**src/rtl/fir_pkg.sv**
```systemverilog
// Shared types and constants for the FIR tile chain: control broadcast, tap ripple bus
// and tile-to-tile sample/psum link.
package fir_pkg;

    localparam int SHIFT_W       = 5;
    localparam int TAPS_PER_TILE = 8;

    localparam logic [1:0] FLUSH_NONE = 2'd0;
    localparam logic [1:0] FLUSH_PSUM = 2'd1;
    localparam logic [1:0] FLUSH_TAPS = 2'd2;

    typedef logic [31:0] DATA_SAMPLE;

    typedef struct packed {
        logic [1:0]         flush;
        logic               enable;
        logic               is_auto;
        logic [SHIFT_W-1:0] shift;
    } CONT_TO_TILE;

    typedef struct packed {
        logic       valid;
        DATA_SAMPLE data;
    } DATA_BUS;

    typedef struct packed {
        logic       valid;
        DATA_SAMPLE input_sample;
        DATA_SAMPLE psum;
    } TILE_TO_TILE;

    // Host tap count is forced into 1..cap so the load phase always has a coefficient window.
    function automatic logic [15:0] clamp_taps(input logic [15:0] n, input logic [15:0] cap);
        logic [15:0] r;
        r = n;
        if (n == 16'd0) r = 16'd1;
        else if (n > cap) r = cap;
        return r;
    endfunction

endpackage

```
**src/rtl/fir_ctrl_cnt.sv**
```systemverilog
// Loadable down-counter with zero flag; the sequencer time-shares one instance across
// the load, settle and drain phases.
module fir_ctrl_cnt #(
    parameter int W = 6
) (
    input  logic         clk,
    input  logic         rst,
    input  logic         load,
    input  logic [W-1:0] load_val,
    input  logic         dec,
    output logic [W-1:0] count,
    output logic         zero
);

    logic [W-1:0] count_q, count_d;

    always_comb begin
        count_d = count_q;
        if (load)
            count_d = load_val;
        else if (dec && (count_q != '0))
            count_d = count_q - W'(1);
    end

    always_ff @(posedge clk) begin
        if (rst) count_q <= '0;
        else     count_q <= count_d;
    end

    assign count = count_q;
    assign zero  = (count_q == '0);

endmodule

```
**src/rtl/fir_chain_ctrl.sv**
```systemverilog
// Sequencer for the FIR tile chain: clears taps, ripples the tap words into the tail tile,
// settles, streams samples into the head tile and drains the psum pipeline.
//
// state    | meaning
// ---------+-----------------------------------------------------------------
// S_IDLE   | waiting for cfg_start
// S_CLR    | one cycle of flush=TAPS; returns to IDLE when entered by abort
// S_LOAD   | emit CAP tap words: host coefficients first, then zero padding
// S_SETTLE | NUM_TILES cycles of flush=PSUM while the tap ripple completes
// S_RUN    | enable=1, accept samples and forward them to tile 0
// S_DRAIN  | DRAIN_CYC cycles of enable=1 with no input, then done pulse
module fir_chain_ctrl
    import fir_pkg::*;
#(
    parameter int NUM_TILES = 4,
    parameter int DRAIN_CYC = NUM_TILES * 9
) (
    input  logic               clk,
    input  logic               rst,
    input  logic               cfg_start,
    input  logic               cfg_abort,
    input  logic [15:0]        cfg_num_taps,
    input  logic [31:0]        cfg_num_samples,
    input  logic               cfg_is_auto,
    input  logic [SHIFT_W-1:0] cfg_shift,
    input  logic               coef_valid,
    output logic               coef_ready,
    input  logic [31:0]        coef_data,
    input  logic               samp_valid,
    output logic               samp_ready,
    input  logic [31:0]        samp_data,
    output CONT_TO_TILE        cont_to_tile,
    output DATA_BUS            tap_bus,
    output TILE_TO_TILE        head_tile,
    output logic               busy,
    output logic               done
);

    localparam int CAP     = NUM_TILES * TAPS_PER_TILE;
    localparam int CNT_MAX = (DRAIN_CYC > CAP) ? DRAIN_CYC : CAP;
    localparam int CNT_W   = $clog2(CNT_MAX + 1);
    localparam logic [15:0] CAP16 = 16'(CAP);

    typedef enum logic [2:0] {
        S_IDLE,
        S_CLR,
        S_LOAD,
        S_SETTLE,
        S_RUN,
        S_DRAIN
    } state_t;

    state_t             state_q, state_d;
    logic               abort_q, abort_d;
    logic [15:0]        ntaps_q, ntaps_d;
    logic [31:0]        nsamp_q, nsamp_d;
    logic [31:0]        samp_cnt_q, samp_cnt_d;
    logic               is_auto_q, is_auto_d;
    logic [SHIFT_W-1:0] shift_q, shift_d;
    logic               coef_ready_q, coef_ready_d;
    logic               samp_ready_q, samp_ready_d;
    DATA_BUS            tap_q, tap_d;
    TILE_TO_TILE        head_q, head_d;
    logic [1:0]         flush_q, flush_d;
    logic               enable_q, enable_d;
    logic               busy_q, busy_d;
    logic               done_q, done_d;

    logic               cnt_load, cnt_dec, cnt_zero, cnt_last;
    logic [CNT_W-1:0]   cnt_load_val, cnt_val, rem_next;
    logic               coef_hs, samp_hs, pad;

    fir_ctrl_cnt #(.W(CNT_W)) u_cnt (
        .clk      (clk),
        .rst      (rst),
        .load     (cnt_load),
        .load_val (cnt_load_val),
        .dec      (cnt_dec),
        .count    (cnt_val),
        .zero     (cnt_zero)
    );

    assign cnt_last = (cnt_val == CNT_W'(1));
    assign coef_hs  = coef_valid && coef_ready_q;
    assign samp_hs  = samp_valid && samp_ready_q;
    // In LOAD the counter holds the words still to send, so k >= num_taps maps to this compare.
    assign pad      = (16'(cnt_val) <= (CAP16 - ntaps_q));

    always_comb begin
        state_d      = state_q;
        abort_d      = abort_q;
        ntaps_d      = ntaps_q;
        nsamp_d      = nsamp_q;
        samp_cnt_d   = samp_cnt_q;
        is_auto_d    = is_auto_q;
        shift_d      = shift_q;
        tap_d        = '0;
        head_d       = '0;
        done_d       = 1'b0;
        cnt_load     = 1'b0;
        cnt_load_val = '0;
        cnt_dec      = 1'b0;

        unique case (state_q)
            S_IDLE: begin
                if (cfg_start) begin
                    state_d    = S_CLR;
                    abort_d    = 1'b0;
                    ntaps_d    = clamp_taps(cfg_num_taps, CAP16);
                    nsamp_d    = cfg_num_samples;
                    is_auto_d  = cfg_is_auto;
                    shift_d    = cfg_shift;
                    samp_cnt_d = '0;
                end
            end
            S_CLR: begin
                if (abort_q) begin
                    state_d = S_IDLE;
                    abort_d = 1'b0;
                end else begin
                    state_d      = S_LOAD;
                    cnt_load     = 1'b1;
                    cnt_load_val = CNT_W'(CAP);
                end
            end
            S_LOAD: begin
                if (pad || coef_hs) begin
                    tap_d.valid = 1'b1;
                    tap_d.data  = pad ? '0 : coef_data;
                    cnt_dec     = 1'b1;
                    if (cnt_last) begin
                        state_d      = S_SETTLE;
                        cnt_load     = 1'b1;
                        cnt_load_val = CNT_W'(NUM_TILES);
                    end
                end
            end
            S_SETTLE: begin
                cnt_dec = 1'b1;
                if (cnt_last) state_d = S_RUN;
            end
            S_RUN: begin
                if (samp_hs) begin
                    head_d.valid        = 1'b1;
                    head_d.input_sample = samp_data;
                    samp_cnt_d          = samp_cnt_q + 32'd1;
                    if ((nsamp_q != '0) && (samp_cnt_d == nsamp_q)) begin
                        state_d      = S_DRAIN;
                        cnt_load     = 1'b1;
                        cnt_load_val = CNT_W'(DRAIN_CYC);
                    end
                end
            end
            S_DRAIN: begin
                cnt_dec = 1'b1;
                if (cnt_last) begin
                    state_d = S_IDLE;
                    done_d  = 1'b1;
                end
            end
            default: state_d = S_IDLE;
        endcase

        // Abort overrides everything, including a handshake accepted in the same cycle.
        if ((state_q != S_IDLE) && cfg_abort) begin
            state_d    = S_CLR;
            abort_d    = 1'b1;
            tap_d      = '0;
            head_d     = '0;
            done_d     = 1'b0;
            cnt_load   = 1'b0;
            cnt_dec    = 1'b0;
            samp_cnt_d = samp_cnt_q;
        end

        if (cnt_load)
            rem_next = cnt_load_val;
        else if (cnt_dec && !cnt_zero)
            rem_next = cnt_val - CNT_W'(1);
        else
            rem_next = cnt_val;

        coef_ready_d = (state_d == S_LOAD) && (16'(rem_next) > (CAP16 - ntaps_q));
        samp_ready_d = (state_d == S_RUN);
        enable_d     = (state_d == S_RUN) || (state_d == S_DRAIN);
        busy_d       = (state_d != S_IDLE);
        if (state_d == S_CLR)         flush_d = FLUSH_TAPS;
        else if (state_d == S_SETTLE) flush_d = FLUSH_PSUM;
        else                          flush_d = FLUSH_NONE;
    end

    always_ff @(posedge clk) begin
        if (rst) begin
            state_q      <= S_IDLE;
            abort_q      <= 1'b0;
            ntaps_q      <= '0;
            nsamp_q      <= '0;
            samp_cnt_q   <= '0;
            is_auto_q    <= 1'b0;
            shift_q      <= '0;
            coef_ready_q <= 1'b0;
            samp_ready_q <= 1'b0;
            tap_q        <= '0;
            head_q       <= '0;
            flush_q      <= FLUSH_NONE;
            enable_q     <= 1'b0;
            busy_q       <= 1'b0;
            done_q       <= 1'b0;
        end else begin
            state_q      <= state_d;
            abort_q      <= abort_d;
            ntaps_q      <= ntaps_d;
            nsamp_q      <= nsamp_d;
            samp_cnt_q   <= samp_cnt_d;
            is_auto_q    <= is_auto_d;
            shift_q      <= shift_d;
            coef_ready_q <= coef_ready_d;
            samp_ready_q <= samp_ready_d;
            tap_q        <= tap_d;
            head_q       <= head_d;
            flush_q      <= flush_d;
            enable_q     <= enable_d;
            busy_q       <= busy_d;
            done_q       <= done_d;
        end
    end

    assign cont_to_tile = {flush_q, enable_q, is_auto_q, shift_q};
    assign tap_bus      = tap_q;
    assign head_tile    = head_q;
    assign coef_ready   = coef_ready_q;
    assign samp_ready   = samp_ready_q;
    assign busy         = busy_q;
    assign done         = done_q;

endmodule

```
**config.mk**
```make
export PLATFORM = sky130hd
export DESIGN_NAME = fir_chain_ctrl
export DESIGN_NICKNAME = d
export VERILOG_FILES = /design/src/rtl/fir_pkg.sv /design/src/rtl/fir_ctrl_cnt.sv /design/src/rtl/fir_chain_ctrl.sv
export SDC_FILE = /design/constraint.sdc
export NUM_CORES = 1
export LEC_CHECK = 0
export CAP_MARGIN = 40
export CORE_UTILIZATION = 52
export CTS_CLUSTER_DIAMETER = 60
export DETAILED_ROUTE_END_ITERATION = 16
export PLACE_DENSITY = 0.94
export SLEW_MARGIN = 20
export SYNTH_ARGS = -nofsm -noshare
export SYNTH_HDL_FRONTEND = slang
export SYNTH_SLANG_ARGS = --single-unit
```
**constraint.sdc**
```tcl
create_clock -name clk -period 11.9 [get_ports clk]
set_clock_uncertainty 0.2 [all_clocks]
set_input_delay 1.19 -clock clk [delete_from_list [all_inputs] [get_ports clk]]
set_output_delay 1.19 -clock clk [all_outputs]
set_load 0.01 [all_outputs]
```
==> results of run 1 <==
## layout make-up
cell class                 instances  area, um^2
fill                            1189        4870
multi-input combinational        760        4560
sequential                       169        3380
timing repair buffer             209        2090
clock buffer                      19         433
tap                              216         270
clock inverter                    13         156
inverter                          16        60.1
## per-stage QoR
stage	cells	hold WS, ps
floorplan	1041	237
finish	1402	255
CTS	1402	255
detailed placement	1370	246
global placement	1368	242
global route	1402	279
## cells by family (layout without fill, tap and decap cells)
| group | after synthesis | in the layout |
|---|---|---|
| fa+ha+maj | 16 | 16 |
| simple gates | 436 | 436 |
| mux | 7 | 7 |
| buf+inv | 112 | 257 |
| compound gates | 217 | 217 |
| flops | 169 | 169 |
| xor+xnor | 52 | 52 |
| other cells | 1 | 32 |
## critical path: cells and delay by family (launching register included)
kind | cells | cell delay [ps]
adder cells (fa/ha/maj) | 2 | 640
AO/OA/AOI/OAI | 6 | 930
AND/OR/NAND/NOR | 9 | 2710
flip-flops | 1 | 490
XOR/XNOR | 1 | 160
## power by group through the flow
stage / clock network, W / logic (W) / registers [W]
floorplan: 0 / 0.0000857 / 0.000599
global placement: 0 / 0.000140 / 0.000604
detailed placement: 0 / 0.000146 / 0.000605
CTS: 0.000557 / 0.000147 / 0.000592
global route: 0.000582 / 0.000162 / 0.000593
finish: 0.000554 / 0.000149 / 0.000592
## sequential cells by signal (all words and copies together), names as in the netlist, 2 cells and up
register     flops
samp_cnt_q      32
flush_q          2
head_tile       33
u_cnt.count      6
shift_q          5
nsamp_q         32
tap_bus         33
ntaps_q         16
state_q          3
## placed cells by master, fill, tap and decap left out, types with 20 or more instances in the layout
master,netlist,layout
clkdlybuf4s50_1,0,201
dfxtp_1,169,169
nand2_1,122,122
a21oi_1,76,76
nor2_1,68,66
o21ai_0,59,59
and3_1,51,51
and2_1,40,40
conb_1,1,32
xnor2_1,26,26
nand3_1,26,26
xor2_1,25,25
nand4_1,20,20
## final timing paths
check | startpoint | to | slack [ps]
max | samp_cnt_q[0] | coef_ready | 6640
min | shift_q[4] | shift_q[4] | 260
max reg2reg | samp_cnt_q[0] | coef_ready | 6640
min reg2reg | shift_q[4] | shift_q[4] | 260
## metal layers
layer  vias to the layer above  GRT usage [%]  wire (um)  part of all wire (%)
met5                         -              0          0                     0
met4                         0           10.7        645                   2.7
met3                        65           7.90       2010                   8.6
met2                       392           48.8      11800                    50
met1                      3806           33.1       9030                    38
li1                       3830              -          -                     -
==> results_dict.tcl, run 1 <==
set metrics [dict create \
    utilization_pct 69.2 \
    power_w 0.00129 \
    drc_errors 0 \
    post_drt_via_cell_ratio 5.77 \
    grt.overflow.total 0 \
    rsz0062_at_grt "no" \
    drive_above_1_share_pct 5.40 \
    synth_top_area_share_pct 40.4 \
    start_util_pct 52.9 \
    irDropWorstVdd_mv 0.109 \
    rr_worst_depth 18 \
    pwr-share-clk_pct 42.8 \
    relSlewSlack_pct 45.9 \
    slew_violations 0 \
    postPlaceCellArea_mm2 0.0104 \
    die_y_um 129 \
    setup_viol 0 \
    ys_seq_elements 169 \
    yosysSeqAreaShare_pct 40.4 \
    grt_max_degree 69 \
    p_seq_share_pct 45.8 \
    synth_area_leaders "dfxtp_1, nand2_1, a21oi_1" \
    syn_avg_cell_area_um2 8.30 \
    numCtsBuffers 17 \
    worstMarginPinSlew_ps 809 \
    max_freq_mhz 190 \
    critPathRequiredTime_ps 12020 \
    switching_share_pct 26.4 \
    fin_tns_setup_ps 0 \
    grt_pass1_wl_um 37000 \
    die_width_um 129 \
    synth_top_cell_by_area "dfxtp_1" \
    post_synth_inst_count 1010 \
    syn_area_mm2 0.00838 \
    combPwrFrac_pct 11.5 \
    hold_violations 0 \
    crit_path_max_incr_delay_ps 540 \
    grtUsageTotal_pct 28.2 \
    start_kind "flip-flop" \
    wl_per_cell_um 16.7 \
    synth_most_common_cell "dfxtp_1" \
    status "completed" \
    clock-sinks 169 \
    fin_crit_ps 5260 \
    cts_setup_buffers 0 \
    clock-root-buffer "clkbuf_16" \
    vias 8093 \
    first_global_vias 7581 \
    leakage_nw 4.32 \
    crit_path_end_kind "flip-flop" \
    worstSkewPairLatency_ps 440 \
    cts_max_level 4 \
    dp_hpwl_um 16800 \
    p_per_area_mw_per_mm2 118 \
    clkTransAtPathRegs_ps 70 \
    fin_ws_ps 6640 \
    firstDrtPassIters 7 \
    maxCapViolations 0 \
    finish.instance_area_mm2 0.0110 \
    synth-edff-count 0 \
    worstPathMaxFanout 11 \
    rows 46 \
    synthArstFlopShare_pct 0 \
    arrival_ps 5370 \
    hold_class "flip-flop to flip-flop" \
    io_pins 235 \
    cts_tree "done" \
    synthAdderAreaFrac_pct 2.39 \
    nets 1313 \
    clock_path_buffers 2 \
    synth.distinct_cells 81 \
    p_sw_w 0.000342 \
    crit_type "flip-flop to flip-flop" \
    drtIter0Drc 929 \
    antenna_left 0 \
    cts_resized 0 \
    synth_compound_area_share_pct 16.2 \
    gp_congestion 0.951 \
    synth_mux_area_share_pct 0.911 \
    crit_chain "ha_1 > and4_1 > nand3_1 > nor4_2 > xnor2_1 > nand4b_1 > or4_4 > nor4_4 > o31a_4 > o22ai_1 > ha_1 > nor2b_1 > o21a_1 > o21a_1 > o21ai_0 > nand2b_1 > a21oi_1 > nor4b_1" \
    wl_um 23500 \
    port_buffers 202 \
    crit_path_top_delay_cell "or4_4" \
    ys.flop_type "dfxtp_1" \
    p_int_w 0.000953 \
    cts_hold_buf 0 \
    holdPathStages 2 \
    synth_commonest_cells "dfxtp_1, nand2_1, a21oi_1" \
    period_share_pct 44.2 \
    synth-simple-area-share_pct 27.8 \
    die-area_mm2 0.0166 \
    synth_top_family_by_area "simple AND/OR/NAND/NOR gates" \
    area_growth_pct 30.8 \
    core_mm2 0.0158 \
    antenna_cells 0 \
    synthXorXnorAreaFrac_pct 5.52 \
    dp_slack_ps 6590 \
    yosysWarnings 0 \
    antenna_found_initial 0 \
]
Power figures use the tool's default switching activity.
==> inputs of run 2 (changes only) <==
--- a/config.mk
+++ b/config.mk
@@ -6,10 +6,10 @@
 export NUM_CORES = 1
 export LEC_CHECK = 0
 export CAP_MARGIN = 40
-export CORE_UTILIZATION = 52
+export CORE_UTILIZATION = 49
 export CTS_CLUSTER_DIAMETER = 60
 export DETAILED_ROUTE_END_ITERATION = 16
-export PLACE_DENSITY = 0.94
+export PLACE_DENSITY = 0.9
 export SLEW_MARGIN = 20
 export SYNTH_ARGS = -nofsm -noshare
 export SYNTH_HDL_FRONTEND = slang
==> constraint.sdc (replaced) <==
create_clock -name clk -period 5.1 [get_ports clk]
set_clock_uncertainty 0.2 [all_clocks]
set_input_delay 0.51 -clock clk [delete_from_list [all_inputs] [get_ports clk]]
set_output_delay 0.51 -clock clk [all_outputs]
set_load 0.01 [all_outputs]
==> run 2 against run 1 <==
- total power increased by 130%
- critical path depth decreased by 1
- non-clock buffer count increased by 14
- first-iteration DRC count decreased by 17%
- hold slack improved by 0.81 ps
- count of clock-buffer cells in the layout decreased by 2
- largest power group unchanged
- die area increased by 6.0%
- critical path type unchanged
==> results_dict.tcl, run 2 (same netlist as run 1, synthesis figures left out) <==
set metrics [dict create \
    leakage_nw 4.43 \
    period_share_pct 93.5 \
    die-area_mm2 0.0176 \
    drc_errors 0 \
    crit_path_max_incr_delay_ps 530 \
    utilization_pct 66.8 \
    holdPathStages 2 \
    worstPathMaxFanout 11 \
    antenna_cells 0 \
    crit_path_top_delay_cell "dfxtp_1" \
    r2r-start "samp_cnt_q[6]" \
    grt_max_degree 68 \
    clkTransAtPathRegs_ps 70 \
    worstSkewPairLatency_ps 450 \
    numCtsBuffers 17 \
    antenna_left 0 \
    drtIter0Drc 769 \
    rows 47 \
    wl_per_cell_um 17.2 \
    p_per_area_mw_per_mm2 273 \
    critPathRequiredTime_ps 5230 \
    p_int_w 0.00219 \
    clock-root-buffer "clkbuf_16" \
    start_kind "flip-flop" \
    rsz0062_at_grt "no" \
    maxCapViolations 0 \
    arrival_ps 4900 \
    wl_um 24500 \
    wl_met3_um 1610 \
    port_buffers 202 \
    irDropWorstVdd_mv 0.232 \
    combPwrFrac_pct 11.2 \
    die_y_um 133 \
    grt.overflow.total 0 \
    clock-sinks 169 \
    p_seq_share_pct 45.5 \
    pwr-share-clk_pct 43.3 \
    crit_path_end_kind "flip-flop" \
    min-delay-start "shift_q[2]" \
    hold_violations 0 \
    cts_tree "done" \
    crit_family "simple AND/OR/NAND/NOR gates" \
    min_to "shift_q[2]" \
    grtUsageTotal_pct 27.7 \
    routed-wl-met2_um 12600 \
    r2r-end "coef_ready" \
    rr_worst_depth 17 \
    reg2reg_slack_ps 330 \
    slew_violations 0 \
    io_pins 235 \
    antenna_found_initial 0 \
    crit_type "flip-flop to flip-flop" \
    worstMarginPinSlew_ps 818 \
    max_freq_mhz 210 \
    layout_common_cells "clkdlybuf4s50_1, dfxtp_1, nand2_1" \
    grt_pass1_wl_um 38900 \
    highest_layer "met4" \
    area_growth_pct 32.6 \
    cts_max_level 4 \
    hold_class "flip-flop to flip-flop" \
    setup_viol 0 \
    path_buf_inv 0 \
    nets 1327 \
    p_sw_w 0.000848 \
    start_util_pct 50.3 \
    relSlewSlack_pct 45.5 \
    wl_met1_um 9630 \
    fin_crit_ps 4770 \
    crit_chain "nand4_1 > nor4_4 > and3_1 > nor4bb_1 > o21ai_0 > a311o_1 > nor4_4 > o31a_4 > o22ai_1 > ha_1 > nor2b_1 > o21a_1 > o21a_1 > o21ai_0 > nand2b_1 > a21oi_1 > nor4b_1" \
    post_drt_via_cell_ratio 5.67 \
    fin_tns_setup_ps 0 \
    die_width_um 133 \
    core_mm2 0.0166 \
    clock_path_buffers 2 \
    firstDrtPassIters 5 \
    final_common_cell "clkdlybuf4s50_1" \
    dp_hpwl_um 17500 \
    vias 8055 \
    first_global_vias 7806 \
    drive_above_1_share_pct 7.25 \
    switching_share_pct 27.9 \
    status "completed" \
    gp_congestion 0.953 \
]
[run 2: changes by cell type in the layout (fill, tap and decap cells not counted), moves of 2 or more]
cell | previous run | this run
nand3_2 | 0 | 2
nand3_1 | 26 | 24
clkbuf_1 | 2 | 0
nor4_4 | 1 | 3
buf_4 | 5 | 21
clkinv_8 | 1 | 6
nor2_2 | 0 | 2
nor4_1 | 17 | 15
inv_8 | 7 | 5
nor2_4 | 2 | 0
[run 2: power groups by stage]
stage / clock [W] / sequential [W] / combinational [W]
detailed placement: 0 / 0.00141 / 0.000333
finish: 0.00132 / 0.00138 / 0.000342
global route: 0.00139 / 0.00138 / 0.000373
floorplan: 0 / 0.00140 / 0.000200
CTS: 0.00133 / 0.00138 / 0.000338
global placement: 0 / 0.00141 / 0.000326
[run 2: worst register-to-register path: stages, from the launching register on]
cell and delay, ps:
dfxtp_1 530, nand4_1 320, nor4_4 460, and3_1 310, nor4bb_1 310, o21ai_0 180
a311o_1 420, nor4_4 390, o31a_4 250, o22ai_1 90, ha_1 310, nor2b_1 140
o21a_1 160, o21a_1 150, o21ai_0 160, nand2b_1 80, a21oi_1 150, nor4b_1 60
[run 2: per-stage QoR]
stage | cells | hold WS [ps] | total power, W | cell area [um^2] | worst slack (ps)
final | 1420 | 256 | 0.00304 | 11100 | 329
after CTS | 1419 | 258 | 0.00305 | 11100 | 260
after global routing | 1420 | 274 | 0.00315 | 11100 | 18.4
after detailed placement | 1387 | 247 | 0.00174 | 10400 | 308
after global placement | 1387 | 242 | 0.00174 | 10400 | 415
after floorplan | 1041 | 237 | 0.00160 | 8500 | 784
[run 2: worst max path at each step]
stage	startpoint	endpoint	slack, ps	depth (start not counted)
after CTS	samp_cnt_q[0]	coef_ready	260	19
after global routing	samp_cnt_q[6]	coef_ready	20	17
after global placement	samp_cnt_q[0]	coef_ready	410	18
after detailed placement	samp_cnt_q[0]	coef_ready	310	19
final	samp_cnt_q[6]	coef_ready	330	17
after floorplan	samp_cnt_q[19]	coef_ready	780	18
[run 2: what timing repair did]
| action | 4_1_cts | 5_1_grt |
|---|---|---|
| endpoints found under the setup margin | 0 | 1 |
| hold buffers | 0 | 0 |
| setup buffers | 0 | 1 |
| resized for setup | 0 | 9 |
[run 2: metal layers]
metal | vias up | track usage, %
met5 | - | 0
met4 | 0 | 9.39
met3 | 61 | 7.59
met2 | 333 | 50.0
met1 | 3788 | 31.3
li1 | 3873 | -
[run 2: final cells by class]
type	count	area (um^2)
Inverter	16	60.1
Multi-Input combinational cell	760	4600
Tap cell	220	275
Clock buffer	17	425
Fill cell	1267	5530
Sequential cell	169	3380
Timing Repair Buffer	223	2170
Clock inverter	15	194
==> inputs of run 3 (changes only) <==
--- a/config.mk
+++ b/config.mk
@@ -10,7 +10,8 @@
 export CTS_CLUSTER_DIAMETER = 60
 export DETAILED_ROUTE_END_ITERATION = 16
 export PLACE_DENSITY = 0.9
-export SLEW_MARGIN = 20
+export SLEW_MARGIN = 0
 export SYNTH_ARGS = -nofsm -noshare
 export SYNTH_HDL_FRONTEND = slang
 export SYNTH_SLANG_ARGS = --single-unit
+export TNS_END_PERCENT = 100
==> run 3 against run 2 <==
- clock power increased by 5%
- routed wire length decreased by 0.22%
- cell area about the same
- final cell count unchanged
- via count about the same
- worst setup slack got worse by 0.68 ps
- flip-flop and latch count unchanged
- combinational power about the same
- non-clock buffer count unchanged
- largest power group unchanged
- highest routed layer unchanged
==> results_dict.tcl, run 3 (same netlist as run 1, synthesis figures left out) <==
set metrics [dict create \
    rr_worst_depth 20 \
    rsz0062_at_grt "no" \
    antenna_cells 0 \
    core_mm2 0.0166 \
    crit_top_cell "ha_1" \
    r2r-start "ntaps_q[0]" \
    dp_hpwl_um 17700 \
    firstDrtPassIters 5 \
    min-delay-start "shift_q[2]" \
    clock_path_buffers 2 \
    fin_tns_setup_ps 0 \
    worstMarginPinSlew_ps 742 \
    power_w 0.00310 \
    numCtsBuffers 17 \
    relSlewSlack_pct 50.5 \
    crit_path_max_incr_delay_ps 600 \
    grt_max_degree 68 \
    grtUsageTotal_pct 27.8 \
    drtIter0Drc 759 \
    port_buffers 202 \
    rows 47 \
    nets 1327 \
    crit_path_top_delay_cell "or4b_1" \
    period_share_pct 93.6 \
    start_util_pct 50.3 \
    io_pins 235 \
    area_growth_pct 32.6 \
    clkTransAtPathRegs_ps 70 \
    drc_errors 0 \
    leakage_nw 4.45 \
    arrival_ps 4900 \
    irDropWorstVdd_mv 0.240 \
    hold_class "flip-flop to flip-flop" \
    die_width_um 133 \
    crit_chain "inv_1 > ha_1 > or4b_1 > nand2_1 > ha_1 > and4_1 > a32oi_1 > o2111ai_2 > o211a_1 > nand2b_1 > o31a_4 > o22ai_1 > ha_1 > nor2b_1 > o21a_1 > o21a_1 > o21ai_0 > nand2b_1 > a21oi_1 > nor4b_1" \
    antenna_left 0 \
    maxCapViolations 0 \
    post_drt_via_cell_ratio 5.67 \
    drive_above_1_share_pct 6.75 \
    final_common_cell "clkdlybuf4s50_1" \
    fin_crit_ps 4770 \
    r2r-end "coef_ready" \
    min_to "shift_q[2]" \
    slew_violations 0 \
    status "completed" \
    layout_common_cells "clkdlybuf4s50_1, dfxtp_1, nand2_1" \
    die-area_mm2 0.0176 \
    wl_um 24400 \
    fillCellCount 1267 \
    clock-sinks 169 \
    cts_hold_buf 0 \
    first_global_vias 7871 \
    wl_per_cell_um 17.2 \
    setup_viol 0 \
    cts_tree "done" \
    gp_congestion 0.953 \
    p_per_area_mw_per_mm2 279 \
    cts_max_level 4 \
    grt.overflow.total 0 \
    max_freq_mhz 210 \
    die_y_um 133 \
    antenna_found_initial 0 \
    worstSkewPairLatency_ps 440 \
    crit_type "flip-flop to flip-flop" \
    vias 8051 \
    critPathRequiredTime_ps 5230 \
    holdPathStages 2 \
    reg2reg_slack_ps 330 \
    grt_pass1_wl_um 39100 \
    crit_path_end_kind "flip-flop" \
    start_kind "flip-flop" \
    worstPathMaxFanout 8 \
    hold_violations 0 \
    clock-root-buffer "clkbuf_16" \
]
[run 3: cell types whose count changed in the layout (fill, tap and decap cells not counted), moves of 2 or more]
| cell | delta |
|---|---|
| clkinvlp_4 | -2 |
| nand3_1 | +2 |
| nand3_2 | -2 |
| nor4_1 | +2 |
| nor4_2 | -2 |
[run 3: how the worst max path moves through the flow]
stage	endpoint	startpoint	cells past startpoint
after floorplan	coef_ready	samp_cnt_q[19]	18
after global placement	coef_ready	samp_cnt_q[0]	18
after detailed placement	coef_ready	samp_cnt_q[0]	19
after CTS	coef_ready	samp_cnt_q[0]	19
after global routing	coef_ready	samp_cnt_q[0]	18
final	coef_ready	ntaps_q[0]	20
[run 3: metal layers]
metal / wire (um) / GRT usage (%) / vias up
li1: - / - / 3862
met1: 9790 / 31.9 / 3821
met2: 12500 / 49.7 / 304
met3: 1370 / 5.75 / 64
met4: 735 / 11.7 / 0
met5: 0 / 0 / -
[run 3: repair_timing]
action | in CTS | in global routing
endpoints found under the setup margin | 0 | 1
buffers inserted | 0 | 0
endpoints found under the hold margin | 0 | 0
gates resized for setup | 0 | 4
[run 3: worst max-delay path: cells and delay by family (launching register included)]
family | cells | cell delay, ps
flops | 1 | 350
compound gates | 9 | 1950
simple gates | 7 | 1410
buf+inv | 1 | 70
fa+ha+maj | 3 | 700
[run 3: stage by stage]
| stage | cell area (um^2) | instances | util, % | hold slack, ps | setup slack [ps] |
|---|---|---|---|---|---|
| floorplan | 8500 | 1041 | - | 237 | 784 |
| global placement | 10400 | 1387 | 62.7 | 242 | 415 |
| detailed placement | 10400 | 1388 | 62.8 | 247 | 306 |
| CTS | 11100 | 1420 | 66.6 | 257 | 269 |
| global route | 11100 | 1420 | 66.8 | 273 | 39.6 |
| finish | 11100 | 1420 | 66.8 | 256 | 328 |
[run 3: layout make-up]
cell class	instances	area (um^2)	area share [%]
Tap cell	220	275	2.48
Clock buffer	17	425	3.83
Sequential cell	169	3380	30.5
Clock inverter	15	215	1.94
Inverter	16	60.1	0.541
Timing Repair Buffer	223	2180	19.6
Multi-Input combinational cell	760	4570	41.2
[run 3: report_power, final]
part / total (W) / switching [W] / internal, W
sequential: 0.00138 / 0.0000345 / 0.00135
clock: 0.00138 / 0.000657 / 0.000722
combinational: 0.000342 / 0.000168 / 0.000174
total: 0.00310 / 0.000860 / 0.00224
